### src/rtl/anim_draw_sequencer.sv
// anim_draw_sequencer
//   Turns the pet's mood code into a two-frame animation for the downstream
//   PCD8544 sprite SPI driver. Each sprite code is presented on `draw` with a
//   one-cycle `draw_valid` strobe. The code is never changed until the driver
//   reports `draw_done`. After that, the frame is held for FRAME_CYCLES before
//   the next code is issued.
//
// Ports
//   clock        system clock, rising edge
//   Reset        synchronous, active-high reset
//   pet_state    [2:0] mood code (0..4 valid, 5..7 shown as sprite 0xF)
//   draw_done    one-cycle completion pulse from the SPI driver
//   draw         [3:0] sprite code = {mood, frame}, or 0xF for invalid moods
//   draw_valid   one-cycle strobe marking a new request on `draw`
//   seq_busy     high while a request is outstanding
//   timeout_err  sticky re-issue-after-timeout flag
//
// Build option
//   DRAW_TIMEOUT_EN  when defined, a request that sees no draw_done within
//                    TIMEOUT_CYCLES is re-strobed with the same code and
//                    timeout_err is set. When undefined, timeout_err is tied
//                    low and the sequencer waits indefinitely.

module anim_draw_sequencer #(
  parameter int unsigned FRAME_CYCLES   = 25000000,
  parameter int unsigned TIMEOUT_CYCLES = 5000000,
  parameter int unsigned CNT_W          = 25
) (
  input  logic       clock,
  input  logic       Reset,
  input  logic [2:0] pet_state,
  input  logic       draw_done,
  output logic [3:0] draw,
  output logic       draw_valid,
  output logic       seq_busy,
  output logic       timeout_err
);

  typedef enum logic [1:0] {
    S_IDLE,
    S_ISSUE,
    S_WAIT,
    S_HOLD
  } state_e;

  localparam logic [CNT_W-1:0] HoldLast = CNT_W'(FRAME_CYCLES - 1);
  localparam logic [CNT_W-1:0] CntOne   = CNT_W'(1);

  // Elaboration-time guard: the shared counter must reach both terminal counts.
  if (FRAME_CYCLES < 32'd2 ||
      ((FRAME_CYCLES - 32'd1) >> CNT_W) != 32'd0 ||
      ((TIMEOUT_CYCLES - 32'd1) >> CNT_W) != 32'd0) begin : g_bad_params
    $error("anim_draw_sequencer: FRAME_CYCLES/TIMEOUT_CYCLES do not fit CNT_W");
  end

  function automatic logic [3:0] sprite_code(input logic [2:0] mood, input logic frm);
    return (mood <= 3'd4) ? {mood, frm} : 4'hF;
  endfunction

  state_e           state_q, state_d;
  logic [2:0]       cur_q, cur_d;
  logic             frame_q, frame_d;
  logic [CNT_W-1:0] cnt_q, cnt_d;
  logic [3:0]       draw_q, draw_d;
  logic             draw_valid_q;
  logic             seq_busy_q;

`ifdef DRAW_TIMEOUT_EN
  localparam logic [CNT_W-1:0] TimeoutLast = CNT_W'(TIMEOUT_CYCLES - 1);
  logic timeout_err_q, timeout_err_d;
`endif

  always_comb begin
    state_d = state_q;
    cur_d   = cur_q;
    frame_d = frame_q;
    cnt_d   = cnt_q;
    draw_d  = draw_q;
`ifdef DRAW_TIMEOUT_EN
    timeout_err_d = timeout_err_q;
`endif
    unique case (state_q)
      S_IDLE: begin
        cur_d   = pet_state;
        frame_d = 1'b0;
        draw_d  = sprite_code(pet_state, 1'b0);
        state_d = S_ISSUE;
      end
      S_ISSUE: begin
        cnt_d   = '0;
        state_d = S_WAIT;
      end
      S_WAIT: begin
        if (draw_done) begin
          cnt_d   = '0;
          state_d = S_HOLD;
        end
`ifdef DRAW_TIMEOUT_EN
        else if (cnt_q == TimeoutLast) begin
          // Re-issue the unchanged code; draw_d keeps its value.
          timeout_err_d = 1'b1;
          state_d       = S_ISSUE;
        end
`endif
        else if (cnt_q != '1) begin
          cnt_d = cnt_q + CntOne;
        end
      end
      S_HOLD: begin
        if (cnt_q == HoldLast) begin
          // Mood is sampled only here; a new mood restarts at frame 0 and
          // invalid moods never animate.
          if (pet_state != cur_q) begin
            cur_d   = pet_state;
            frame_d = 1'b0;
          end else if (cur_q <= 3'd4) begin
            frame_d = ~frame_q;
          end
          draw_d  = sprite_code(cur_d, frame_d);
          state_d = S_ISSUE;
        end else begin
          cnt_d = cnt_q + CntOne;
        end
      end
    endcase
  end

  // Strobe and busy are registered from the next state so they line up with
  // the ISSUE/WAIT cycles without output decoding glitches.
  always_ff @(posedge clock) begin
    if (Reset) begin
      state_q      <= S_IDLE;
      cur_q        <= '0;
      frame_q      <= 1'b0;
      cnt_q        <= '0;
      draw_q       <= '0;
      draw_valid_q <= 1'b0;
      seq_busy_q   <= 1'b0;
    end else begin
      state_q      <= state_d;
      cur_q        <= cur_d;
      frame_q      <= frame_d;
      cnt_q        <= cnt_d;
      draw_q       <= draw_d;
      draw_valid_q <= (state_d == S_ISSUE);
      seq_busy_q   <= (state_d == S_ISSUE) || (state_d == S_WAIT);
    end
  end

`ifdef DRAW_TIMEOUT_EN
  always_ff @(posedge clock) begin
    if (Reset) begin
      timeout_err_q <= 1'b0;
    end else begin
      timeout_err_q <= timeout_err_d;
    end
  end

  assign timeout_err = timeout_err_q;
`else
  assign timeout_err = 1'b0;
`endif

  assign draw       = draw_q;
  assign draw_valid = draw_valid_q;
  assign seq_busy   = seq_busy_q;

endmodule

### config.mk
export PLATFORM = sky130hd
export DESIGN_NAME = anim_draw_sequencer
export DESIGN_NICKNAME = d
export VERILOG_FILES = /design/src/rtl/anim_draw_sequencer.sv
export SDC_FILE = /design/constraint.sdc
export NUM_CORES = 1
export LEC_CHECK = 0
export CAP_MARGIN = 40
export CELL_PAD_IN_SITES_DETAIL_PLACEMENT = 0
export CELL_PAD_IN_SITES_GLOBAL_PLACEMENT = 1
export CORE_MARGIN = 2
export CORE_UTILIZATION = 40
export DETAILED_ROUTE_END_ITERATION = 8
export PLACE_DENSITY_LB_ADDON = 0.1
export SYNTH_ARGS = -nofsm -noshare
export SYNTH_HDL_FRONTEND = slang
export SYNTH_SLANG_ARGS = --single-unit
### constraint.sdc
create_clock -name clock -period 1.85 [get_ports clock]
set_input_delay 0.2775 -clock clock [delete_from_list [all_inputs] [get_ports clock]]
set_output_delay 0.2775 -clock clock [all_outputs]
set_load 0.01 [all_outputs]
==> results by group <==
Drt
  • Routed via count: 2089
  • DR vias/cell: 5.787
  • Residual DRC: 0
  • Routed wire length: 6.248 mm
  • Total iterations of the first detailed-routing run: 4
  • Final ANT Viol Nets: 0
  • Drt wl/cell: 17.31 µm
  • Initial drt markers: 125

Worst setup path
  • CP bufs+invs: 4
  • Worst EP arrival: 2.09 ns
  • Startpoint types: flop
  • CP Class: flop to flop
  • WP data required: 2.01 ns
  • CP Capture Type: flop
  • Critical Path Fanout Max: 5
  • Delay-heaviest family, CP: compound AO/OA/AOI/OAI gates
  • Slowest cell on crit path: o41ai_1
  • Crit-path cells: inv_4 -> ha_4 -> buf_4 -> o32ai_4 -> buf_6 -> clkbuf_16 -> o41ai_1 -> a21oi_2
  • Critical Path Max Stage Delay: 0.50 ns

Global route
  • Gr usage total: 19.35%
  • First-pass GRT wire length: 8.404 mm
  • Vias in the first global route: 1838
  • GR Overflow Total: 0
  • Largest net degree at the start of global routing: 41
  • Initial antenna violation count: 0

Pwr
  • Switching share of total power: 32.30%
  • Leak Pwr: 1.058 nW
  • Flop pwr share: 34.2%
  • Maximum vdd drop: 0.3870 mV
  • NetSw: 0.0008220 W
  • Combinational Power Share: 37.7%
  • Clk network pwr share: 28.1%
  • Pwr per Cell Area: 816.1 nW/µm²
  • Internal: 0.001723 W

STA
  • Slew HR: 50.26%
  • Unrepaired setup endpoints after global routing: true
  • Clock skew: 0.005321 ns
  • Post-route minimum period: 1.929 ns
  • Final worst setup slack: -0.07873 ns
  • Tcrit/Tclk final: 104.3%
  • Final Setup Violations: 22
  • Final Max Tran Viols: 0
  • Hold Violations, Final: 0
  • Worst slew pin tran: 0.7461 ns
  • Fin Setup TNS: -0.6056 ns
  • Peak Freq: 518.5 MHz

CTS
  • CTS tree: done
  • Longest Clk Path Bufs: 2
  • Clk_lat worst skew: 0.30 ns
  • CTS Buf Count: 5
  • Root buf cell: clkbuf_8
  • Hold_buf cts: 0
  • CTS H-Tree Depth: 2
  • Clock Sinks: 36
  • Clock transition at path regs: 0.08 ns

Synth
  • Yosys warning count: 0
  • Yosys reg bits: 36
  • Yosys top cell area share: 35.75%
  • Syn Std Cell Area: 2016 µm²
  • Synth cell types: 43
  • Top post-synthesis cells by area: dfxtp_1 (36%), a21oi_1 (7.2%), o31ai_1 (6.3%)
  • Async set or reset register ratio after synthesis: 0%
  • Leading area contributor after synthesis: dfxtp_1
  • Syn Nets: 243
  • Post-synth top cells: dfxtp_1 (36), a21oi_1 (29), o31ai_1 (17), or4_1 (17), nand2_1 (11)
  • Top-count cell post-synth: dfxtp_1
  • Synth Flop Type: dfxtp_1
  • Mapped Cells: 232
  • Seq/Total Area, Yosys: 35.75%
  • EDFF count, synth: 0
  • Avg Cell Area, Syn: 8.688 µm²

Run status
  • Violations in the final reports: negative setup slack
  • Status: finished with violations

Placement
  • Post-DP HPWL: 3.450 mm
  • # port buffers: 11
  • Pre-CTS WS: -0.2360 ns
  • Dpl cell area: 2481 µm²
  • Final Wtd Congestion: 0.8143

Die
  • Initial Utilization: 42.12%
  • I/O Pins: 13
  • Die width: 74.99 µm
  • Die H: 74.99 µm
  • Die area: 5623 µm²
  • # rows: 25
  • Core area: 4786 µm²

Hold path
  • Hold crit path type: flop to flop

Layout
  • Layout cells sized above 1: 48.64%
  • Fin area: 3118 µm²
  • Layout Nets: 304
  • Diode count: 0
  • Area grow syn2layout: 54.69%

Job
  • # Max-Cap Violations: 0
power groups by stage:
stage	Clock (W)	Sequential [W]	Combinational (W)
2_1_floorplan	0	0.000896	0.000400
3_3_place_gp	0	0.000878	0.000582
3_5_place_dp	0	0.000882	0.000596
4_1_cts	0.000717	0.000866	0.000605
5_1_grt	0.000764	0.000878	0.00102
6_report	0.000715	0.000871	0.000959
state kept, by name, summed over array words and instances, names as in the netlist:
signal,count
cnt_q,25
cur_q,3
draw,3
draw_valid,1
frame_q,1
seq_busy,1
state_q,2
cells by family after synthesis:
group	count (synthesis)	synth area share [%]
compound gates	64	21.04
xor+xnor	4	1.738
fa+ha+maj	5	3.104
buf+inv	23	6.331
flops	36	35.75
mux	3	1.490
other cells	1	0.1860
simple gates	96	30.35
cell type report:
cell class	instances	area, µm²
Timing Repair Buffer	70	710.7
Fill cell	402	1668
Tap cell	67	83.83
Sequential cell	36	743.2
Clock inverter	3	42.54
Clock buffer	5	68.82
Multi-Input combinational cell	173	1440
Inverter	7	28.78
routing by layer:
layer	GRT usage, %	up-vias	routed length (µm)
met4	7.143	0	74
met2	33.43	63	3148
met3	3.614	6	352
li1	-	1015	-
met1	23.91	1005	2673
met5	0	-	0
final timing paths:
| path | end | slack, ns | start | cells after the start |
|---|---|---|---|---|
| min | frame_q | 0.47 | frame_q | 2 |
| min reg2reg | frame_q | 0.47 | frame_q | 2 |
| max reg2reg | cnt_q[7] | -0.08 | state_q[0] | 8 |
| max | cnt_q[7] | -0.08 | state_q[0] | 8 |
placed cells by master (no fill, tap or decap), types with 2 or more instances in the layout:
master / Yosys / final
and4_1: 4 / 2
o21ai_0: 3 / 3
nor4_2: 2 / 2
nand3_1: 10 / 8
nand4_1: 8 / 8
nor3b_2: 0 / 2
or4_4: 0 / 15
a21oi_1: 29 / 14
clkbuf_8: 0 / 5
buf_6: 3 / 10
dfxtp_2: 0 / 12
dfxtp_4: 0 / 2
o32a_1: 2 / 2
nand2_1: 11 / 11
buf_12: 0 / 2
xnor2_1: 4 / 4
o31ai_1: 17 / 17
clkbuf_16: 0 / 5
or3_1: 7 / 6
inv_1: 7 / 5
and4_4: 0 / 2
clkdlybuf4s50_1: 0 / 11
nand4_4: 0 / 2
a21oi_2: 0 / 14
or4_1: 17 / 2
nor2_1: 10 / 9
buf_4: 3 / 41
nand3b_1: 3 / 3
mux2i_1: 3 / 3
nor3_2: 4 / 6
ha_4: 0 / 3
nor2b_1: 4 / 4
nor3_1: 5 / 3
o21ai_1: 5 / 5
dfxtp_1: 36 / 22
tightest hold or removal path, cell delays in order, from the launching register on:
cell and delay, ns:
dfxtp_1 0.32, nand2_1 0.05, a21oi_1 0.05
metrics by stage:
step / hold WS [ns] / util [%] / cells / power, W
after CTS: 0.4710 / 55.42 / 347 / 0.002188
after floorplan: 0.3491 / - / 232 / 0.001296
after global routing: 0.4999 / 65.15 / 361 / 0.002658
final: 0.4674 / 65.15 / 361 / 0.002544
after detailed placement: 0.4602 / 51.84 / 339 / 0.001478
after global placement: 0.4545 / 51.84 / 339 / 0.001460
repair_timing:
item / 4_1_cts / 5_1_grt
cloned: 0 / 8
pin swaps: 9 / 32
setup buffers: 0 / 6
setup endpoints to repair: 28 / 32
gates resized for setup: 14 / 68
(Power assumes the default switching activity.)
